**src/rtl/round_sequencer_if.sv**
```systemverilog
// Bundles the game-controller signals. The sequencer uses the master modport and the
// surrounding switches, random source, score path and tone block use the slave modport.
interface round_sequencer_if;
  logic       start;
  logic [1:0] gameMode;
  logic [3:0] userGuess;
  logic [3:0] randValue;
  logic       rand_valid;
  logic       snd_ack;

  logic       rand_req;
  logic [1:0] mode_sel;
  logic       guess_window;
  logic       score_we;
  logic       score_hit;
  logic       snd_req;
  logic       snd_sel;
  logic [3:0] round_num;
  logic       game_done;
  logic       busy;

  modport master (
    input  start, gameMode, userGuess, randValue, rand_valid, snd_ack,
    output rand_req, mode_sel, guess_window, score_we, score_hit,
           snd_req, snd_sel, round_num, game_done, busy
  );

  modport slave (
    output start, gameMode, userGuess, randValue, rand_valid, snd_ack,
    input  rand_req, mode_sel, guess_window, score_we, score_hit,
           snd_req, snd_sel, round_num, game_done, busy
  );
endinterface

```
**src/rtl/round_sequencer.sv**
```systemverilog
// Sequences one guessing game: fetch a target, time the guess window, judge,
// strobe the score counters and hold the feedback tone request.
//
// state   | meaning
// --------+----------------------------------------------------------
// S_IDLE  | waiting for start; mode_sel latched on exit
// S_FETCH | rand_req high until rand_valid delivers the target
// S_PLAY  | guess window open for ROUND_TICKS cycles
// S_JUDGE | single cycle: score_we strobe with hit/miss
// S_SOUND | tone request until ack, at least FEEDBACK_TICKS cycles
// S_DONE  | game over; leaves when start drops
module round_sequencer #(
  parameter int ROUND_TICKS    = 500_000_000,
  parameter int FEEDBACK_TICKS = 50_000_000,
  parameter int NUM_ROUNDS     = 10,
  parameter int CNT_W          = 32
) (
  input  logic              clock,
  input  logic              reset,
  round_sequencer_if.master bus
);

  typedef enum logic [2:0] {
    S_IDLE  = 3'd0,
    S_FETCH = 3'd1,
    S_PLAY  = 3'd2,
    S_JUDGE = 3'd3,
    S_SOUND = 3'd4,
    S_DONE  = 3'd5
  } state_t;

  localparam logic [CNT_W-1:0] ROUND_LAST = CNT_W'(ROUND_TICKS - 1);
  localparam logic [CNT_W-1:0] FB_LAST    = CNT_W'(FEEDBACK_TICKS - 1);
  localparam logic [CNT_W-1:0] TIMER_MAX  = '1;
  localparam logic [3:0]       LAST_ROUND = 4'(NUM_ROUNDS - 1);
  localparam logic [3:0]       END_ROUND  = 4'(NUM_ROUNDS);

  state_t           state, state_nxt;
  logic [CNT_W-1:0] timer, timer_nxt;
  logic [3:0]       target, target_nxt;
  logic [3:0]       guess_latch, guess_nxt;
  logic [1:0]       mode_q, mode_nxt;
  logic [3:0]       round_q, round_nxt;
  logic             sel_q, sel_nxt;
  logic             ack_seen, ack_nxt;
  logic             ack_now;

  logic rand_req_q, window_q, we_q, hit_q, snd_req_q, done_q, busy_q;

  assign ack_now = ack_seen | bus.snd_ack;

  always_comb begin
    state_nxt  = state;
    timer_nxt  = (timer == TIMER_MAX) ? timer : timer + CNT_W'(1);
    target_nxt = target;
    guess_nxt  = guess_latch;
    mode_nxt   = mode_q;
    round_nxt  = round_q;
    sel_nxt    = sel_q;
    ack_nxt    = ack_seen;

    unique case (state)
      S_IDLE: begin
        if (bus.start) begin
          mode_nxt  = (bus.gameMode == 2'b00) ? 2'b01 : bus.gameMode;
          round_nxt = 4'd0;
          state_nxt = S_FETCH;
        end
      end
      S_FETCH: begin
        if (!bus.start) begin
          state_nxt = S_IDLE;
        end else if (bus.rand_valid) begin
          target_nxt = bus.randValue;
          timer_nxt  = '0;
          state_nxt  = S_PLAY;
        end
      end
      S_PLAY: begin
        if (!bus.start) begin
          state_nxt = S_IDLE;
        end else if (timer == ROUND_LAST) begin
          guess_nxt = bus.userGuess;
          state_nxt = S_JUDGE;
        end
      end
      S_JUDGE: begin
        // The strobe for this cycle is already out; an abort lands next cycle.
        sel_nxt   = (guess_latch != target);
        timer_nxt = '0;
        ack_nxt   = 1'b0;
        state_nxt = bus.start ? S_SOUND : S_IDLE;
      end
      S_SOUND: begin
        if (!bus.start) begin
          state_nxt = S_IDLE;
        end else begin
          ack_nxt = ack_now;
          if (ack_now && (timer >= FB_LAST)) begin
            if (round_q == LAST_ROUND) begin
              round_nxt = END_ROUND;
              state_nxt = S_DONE;
            end else begin
              round_nxt = round_q + 4'd1;
              state_nxt = S_FETCH;
            end
          end
        end
      end
      S_DONE: begin
        if (!bus.start) state_nxt = S_IDLE;
      end
      default: state_nxt = S_IDLE;
    endcase
  end

  // Outputs are registered from the next-state decode so they line up with state.
  always_ff @(posedge clock) begin
    if (reset) begin
      state       <= S_IDLE;
      timer       <= '0;
      target      <= '0;
      guess_latch <= '0;
      mode_q      <= '0;
      round_q     <= '0;
      sel_q       <= 1'b0;
      ack_seen    <= 1'b0;
      rand_req_q  <= 1'b0;
      window_q    <= 1'b0;
      we_q        <= 1'b0;
      hit_q       <= 1'b0;
      snd_req_q   <= 1'b0;
      done_q      <= 1'b0;
      busy_q      <= 1'b0;
    end else begin
      state       <= state_nxt;
      timer       <= timer_nxt;
      target      <= target_nxt;
      guess_latch <= guess_nxt;
      mode_q      <= mode_nxt;
      round_q     <= round_nxt;
      sel_q       <= sel_nxt;
      ack_seen    <= ack_nxt;
      rand_req_q  <= (state_nxt == S_FETCH);
      window_q    <= (state_nxt == S_PLAY);
      we_q        <= (state_nxt == S_JUDGE);
      hit_q       <= (state_nxt == S_JUDGE) && (guess_nxt == target);
      snd_req_q   <= (state_nxt == S_SOUND) && !ack_nxt;
      done_q      <= (state_nxt == S_DONE);
      busy_q      <= (state_nxt == S_FETCH) || (state_nxt == S_PLAY) ||
                     (state_nxt == S_JUDGE) || (state_nxt == S_SOUND);
    end
  end

  assign bus.rand_req     = rand_req_q;
  assign bus.mode_sel     = mode_q;
  assign bus.guess_window = window_q;
  assign bus.score_we     = we_q;
  assign bus.score_hit    = hit_q;
  assign bus.snd_req      = snd_req_q;
  assign bus.snd_sel      = sel_q;
  assign bus.round_num    = round_q;
  assign bus.game_done    = done_q;
  assign bus.busy         = busy_q;

endmodule

```
**src/flat_wrapper.sv**
```systemverilog
// flat-port wrapper written by rule: the top's interface ports become plain ports
module round_sequencer_flat 
#(
  parameter int ROUND_TICKS    = 500_000_000,
  parameter int FEEDBACK_TICKS = 50_000_000,
  parameter int NUM_ROUNDS     = 10,
  parameter int CNT_W          = 32
)
  (clock, reset, bus_start, bus_gameMode, bus_userGuess, bus_randValue, bus_rand_valid, bus_snd_ack, bus_rand_req, bus_mode_sel, bus_guess_window, bus_score_we, bus_score_hit, bus_snd_req, bus_snd_sel, bus_round_num, bus_game_done, bus_busy);
  round_sequencer_if bus_i ();
  input  logic clock;
  input  logic reset;
  input wire logic [$bits(bus_i.start)-1:0] bus_start;
  input wire logic [$bits(bus_i.gameMode)-1:0] bus_gameMode;
  input wire logic [$bits(bus_i.userGuess)-1:0] bus_userGuess;
  input wire logic [$bits(bus_i.randValue)-1:0] bus_randValue;
  input wire logic [$bits(bus_i.rand_valid)-1:0] bus_rand_valid;
  input wire logic [$bits(bus_i.snd_ack)-1:0] bus_snd_ack;
  output wire logic [$bits(bus_i.rand_req)-1:0] bus_rand_req;
  output wire logic [$bits(bus_i.mode_sel)-1:0] bus_mode_sel;
  output wire logic [$bits(bus_i.guess_window)-1:0] bus_guess_window;
  output wire logic [$bits(bus_i.score_we)-1:0] bus_score_we;
  output wire logic [$bits(bus_i.score_hit)-1:0] bus_score_hit;
  output wire logic [$bits(bus_i.snd_req)-1:0] bus_snd_req;
  output wire logic [$bits(bus_i.snd_sel)-1:0] bus_snd_sel;
  output wire logic [$bits(bus_i.round_num)-1:0] bus_round_num;
  output wire logic [$bits(bus_i.game_done)-1:0] bus_game_done;
  output wire logic [$bits(bus_i.busy)-1:0] bus_busy;
  assign bus_i.start = bus_start;
  assign bus_i.gameMode = bus_gameMode;
  assign bus_i.userGuess = bus_userGuess;
  assign bus_i.randValue = bus_randValue;
  assign bus_i.rand_valid = bus_rand_valid;
  assign bus_i.snd_ack = bus_snd_ack;
  assign bus_rand_req = bus_i.rand_req;
  assign bus_mode_sel = bus_i.mode_sel;
  assign bus_guess_window = bus_i.guess_window;
  assign bus_score_we = bus_i.score_we;
  assign bus_score_hit = bus_i.score_hit;
  assign bus_snd_req = bus_i.snd_req;
  assign bus_snd_sel = bus_i.snd_sel;
  assign bus_round_num = bus_i.round_num;
  assign bus_game_done = bus_i.game_done;
  assign bus_busy = bus_i.busy;
  round_sequencer #(.ROUND_TICKS(ROUND_TICKS), .FEEDBACK_TICKS(FEEDBACK_TICKS), .NUM_ROUNDS(NUM_ROUNDS), .CNT_W(CNT_W)) u_core (.clock(clock), .reset(reset), .bus(bus_i));
endmodule
```
**config.mk**
```make
export PLATFORM = sky130hd
export DESIGN_NAME = round_sequencer_flat
export DESIGN_NICKNAME = d
export VERILOG_FILES = /design/src/rtl/round_sequencer_if.sv /design/src/rtl/round_sequencer.sv /design/src/flat_wrapper.sv
export SDC_FILE = /design/constraint.sdc
export NUM_CORES = 1
export LEC_CHECK = 0
export CORE_MARGIN = 3
export CORE_UTILIZATION = 40
export CTS_CLUSTER_DIAMETER = 50
export DETAILED_ROUTE_END_ITERATION = 8
export HOLD_SLACK_MARGIN = 0.1
export SLEW_MARGIN = 10
export SYNTH_ARGS = -nofsm -noshare
export SYNTH_HDL_FRONTEND = slang
export SYNTH_SLANG_ARGS = --single-unit
export TNS_END_PERCENT = 50
```
**constraint.sdc**
```tcl
create_clock -name clock -period 3.3 [get_ports clock]
set_input_delay 0.495 -clock clock [delete_from_list [all_inputs] [get_ports clock]]
set_output_delay 0.495 -clock clock [all_outputs]
set_load 0.1 [all_outputs]
```
==> impl_results.rst <==
.. list-table::
   :header-rows: 1

   * - Metric
     - Value
   * - Sequential area share after synthesis
     - 0.379
   * - Residual DRC
     - 0
   * - Highest cell delay on the worst timing path
     - 580 ps
   * - Clock tree sinks
     - 58
   * - Largest net degree at the start of global routing
     - 24
   * - Clock Pin Slew Worst Setup and Hold Paths
     - about 70 ps
   * - Hold-critical path depth
     - 2
   * - Number of global-route vias before repair
     - 2519
   * - Initial detailed-routing violation count
     - 150
   * - Post-cts resize count
     - 0
   * - Total nets after synthesis
     - roughly 370
   * - Warning count from the yosys run
     - 0
   * - Total congestion overflow
     - 0
   * - Synth async-reset ratio
     - 0
   * - Total count of max-transition violations in the final report
     - 0
   * - Synthesis-stage register bit count
     - 58
   * - Crit path depth
     - 7
   * - Critical path cell sequence
     - clkdlybuf4s50_1 -> and4bb_1 -> nand4b_1 -> nor4_2 -> mux2i_1 -> o21ai_0 -> nor4_1
   * - Cell count after synthesis
     - 353
   * - Clk Tree Root Cell
     - sky130_fd_sc_hd__clkbuf_8
   * - Core area
     - roughly 7300 sq um
   * - Setup skew after layout
     - 9.13 ps
   * - Layout cells sized above 1
     - 0.106
   * - Xor/xnor share of the synthesized area
     - 0.0543
   * - Gr usage total
     - 0.179
   * - Number of synthesized flops with an enable pin
     - 0
   * - Fraction of the cycle the final worst path needs
     - 0.757
   * - Leakage power total
     - 1.39 nW
   * - Final Core Density
     - 0.501
   * - Highest-delay cell along the critical path
     - sky130_fd_sc_hd__clkdlybuf4s50_1
   * - Total Die Area
     - roughly 8800 sq um
   * - Total of buffers placed on input and output ports
     - 28
   * - Area growth from synthesis to layout
     - 19.8%
   * - Cell area after synthesis
     - 3070 sq um
   * - Required time at the endpoint of the critical path
     - 3560 ps
   * - Post-route ant nets
     - 0
   * - Leading cell types by total area after synthesis
     - sky130_fd_sc_hd__dfxtp_1 (38%), sky130_fd_sc_hd__xor2_1 (4.9%), sky130_fd_sc_hd__nor2_1 (3.9%)
   * - Last weighted congestion value of the routability-driven placer
     - about 0.83
   * - Worst max-slew margin expressed relative to the limit
     - 0.345
   * - Count of antenna diodes in the layout
     - 0
   * - Half-perimeter wire length after placement
     - 5160 um
   * - RSZ-0062 raised after global routing
     - false
   * - Clock latency at the later pin of the worst-skew pair
     - roughly 350 ps
   * - Total clock buffers created by CTS
     - 9
   * - Largest fanout of any net on the critical path
     - 5
   * - Count of cell types in the netlist
     - 62
   * - Critical path type
     - in2reg
   * - Startpoint types
     - input port
   * - Top achievable clock speed
     - 0.401 GHz
   * - First-pass GRT wire length
     - 12300 um
   * - Min-Delay Path Class
     - reg2reg
   * - Area taken by multi-input logic gates
     - 1790 sq um
   * - Maximum count of clock buffers along a single path
     - 2
   * - Deepest level of the CTS H-tree
     - 3
   * - Logic depth of the worst register-to-register path
     - 7
   * - Post-CTS Repair Setup Buffers
     - 0
   * - Actual transition at the worst max-transition pin
     - 980 ps
   * - Result of the run
     - completed
   * - Type of element capturing the critical path
     - flip-flop
   * - Count of boundary I/O pins
     - 29
   * - Number of max-cap violations
     - 0
   * - Antenna violations before repair
     - 0
   * - Worst slack after detailed placement
     - 468 ps
   * - Compound-gate portion of the synthesized area
     - 0.166
   * - Top cell type's share of synthesized area
     - 0.379
   * - Crit path max-delay family
     - simple AND/OR/NAND/NOR gates
   * - Clock tree from TritonCTS
     - done
   * - Dominant synthesized flop cell
     - sky130_fd_sc_hd__dfxtp_1
   * - Yosys top cell by area
     - sky130_fd_sc_hd__dfxtp_1
   * - Ratio of total power to cell area
     - 450 nW/um^2
   * - Largest voltage drop on the vdd net
     - 180 uV
   * - Routed vias
     - 2641
   * - PnR worst setup slack
     - between 800 and 900 ps
   * - Share of cell area taken by muxes after synthesis
     - 0.0326
   * - Number of rows created at floorplan
     - 31
   * - Crit path DAT
     - roughly 2800 ps
   * - Wire per inst
     - between 15 and 20 um
   * - Setup_tns
     - 0 ps
   * - Post-Syn Area per Cell
     - 8.69 sq um
   * - Post-layout minimum cycle time
     - 2500 ps
   * - Die outline height
     - between 90 and 100 um
   * - Number of hold buffers added after CTS
     - 0
   * - Wire length reported by the detailed router
     - 7300 um
   * - Initial Utilization
     - 0.418
   * - Number of endpoints with negative hold slack in the final report
     - 0
   * - Post-Synth Simple-Gate Area
     - 0.320
   * - Adder-cell area share of the yosys netlist
     - 0.0122
   * - Main combinational cell family by area after synthesis
     - simple AND/OR/NAND/NOR gates
   * - Number of optimization iterations in the first detailed-route pass
     - 4
   * - Worst path buffer plus inverter count
     - 1
   * - Net count, final
     - 399
   * - Number of vias per cell after detailed routing
     - ~5.4
   * - Filler cell count in the final layout
     - 700
   * - Number of setup violations in the final report
     - 0
   * - Horiz. Die Dim
     - roughly 94 um
   * - Area used by sequential logic in the layout
     - between 1000 and 1500 sq um
## cells in the final DEF, fill, tap and decap left out, drive strengths merged, types with 3 or more instances in the layout
cell	Yosys	final
and4	7	7
nand4	11	11
clkdlybuf4s50	0	28
nand3	18	18
bufinv	0	3
ha	3	3
inv	9	9
nor2	32	32
o21ai	16	16
buf	8	4
or4	8	8
a21oi	20	20
and2	11	11
and3	11	11
nand3b	3	3
clkbuf	7	11
o22ai	5	5
nand2	31	31
nor3	9	9
nor4	5	5
o31ai	4	4
xor2	17	17
o211ai	9	9
dfxtp	58	58
a211oi	3	3
nand2b	7	7
mux2i	10	10
## power breakdown
part           total (mW)  internal [mW]  switching (mW)
Clock               0.829          0.540           0.289
Sequential          0.718          0.709         0.00847
Combinational       0.107         0.0386          0.0683
## Yosys cell counts (all sizes together), types with 10 or more instances
library cell / count
dfxtp: 58
nor2: 32
nand2: 31
a21oi: 20
nand3: 18
xor2: 17
o21ai: 16
and2: 11
and3: 11
nand4: 11
mux2i: 10
## path summary, 6_finish.rpt
check                                         endpoint              startpoint  slack (ps)
worst max-delay path              u_core.bus.score_hit               bus_start         800
worst min-delay path            u_core.bus.mode_sel[1]  u_core.bus.mode_sel[1]         500
worst max register to register    u_core.bus.score_hit         u_core.timer[0]         830
worst min register to register  u_core.bus.mode_sel[1]  u_core.bus.mode_sel[1]         500
## logic make-up (layout without fill, tap and decap cells)
kind of cell / Yosys count / count (layout)
AND/OR/NAND/NOR: 168 / 168
AO/OA/AOI/OAI: 71 / 71
multiplexers: 10 / 10
buffers and inverters: 24 / 57
XOR/XNOR: 19 / 19
adder cells (fa/ha/maj): 3 / 3
flip-flops: 58 / 58
## registers in the layout, indices dropped and copies added, names as in the netlist
register	flops
u_core.bus.rand_req	1
u_core.bus.snd_sel	1
u_core.bus.busy	1
u_core.guess_latch	4
u_core.bus.guess_window	1
u_core.ack_seen	1
u_core.bus.round_num	4
u_core.state	3
u_core.target	4
u_core.timer	32
u_core.bus.mode_sel	2
u_core.bus.score_hit	1
u_core.bus.snd_req	1
u_core.bus.game_done	1
u_core.bus.score_we	1
## area by class of cell
cell class	instances	area share
well taps	99	0.0337
flip-flops and latches	58	0.316
clock inverters	5	0.0272
multi-input cells	271	0.488
repair buffers	32	0.0844
inverters	9	0.00919
clock buffers	11	0.0412
## per-stage QoR
| stage | std cells | power (mW) | instance area (sq um) | hold slack (ps) |
|---|---|---|---|---|
| after global routing | 485 | 1.72 | 3670 | 519 |
| final | 485 | 1.65 | 3670 | 496 |
| after detailed placement | 469 | 0.840 | 3420 | 483 |
| after floorplan | 353 | 0.800 | 3070 | 455 |
| after global placement | 469 | 0.840 | 3420 | 474 |
| after CTS | 485 | 1.67 | 3670 | 495 |
## metal layers
metal | vias up | part of all wire | global-route usage
li1 | 1353 | - | -
met1 | 1221 | 0.50 | 0.249
met2 | 58 | 0.44 | 0.258
met3 | 9 | 0.048 | 0.0523
met4 | 0 | 0.014 | 0.0710
met5 | - | 0 | 0
## worst reg2reg max path, stage by stage, from the launching register on
cell,delay [ps]
sky130_fd_sc_hd__dfxtp_1,380
sky130_fd_sc_hd__ha_1,260
sky130_fd_sc_hd__and2_1,290
sky130_fd_sc_hd__nand4b_1,250
sky130_fd_sc_hd__nor4_2,580
sky130_fd_sc_hd__mux2i_1,280
sky130_fd_sc_hd__o21ai_0,90
sky130_fd_sc_hd__nor4_1,240
(Power assumes the default switching activity.)
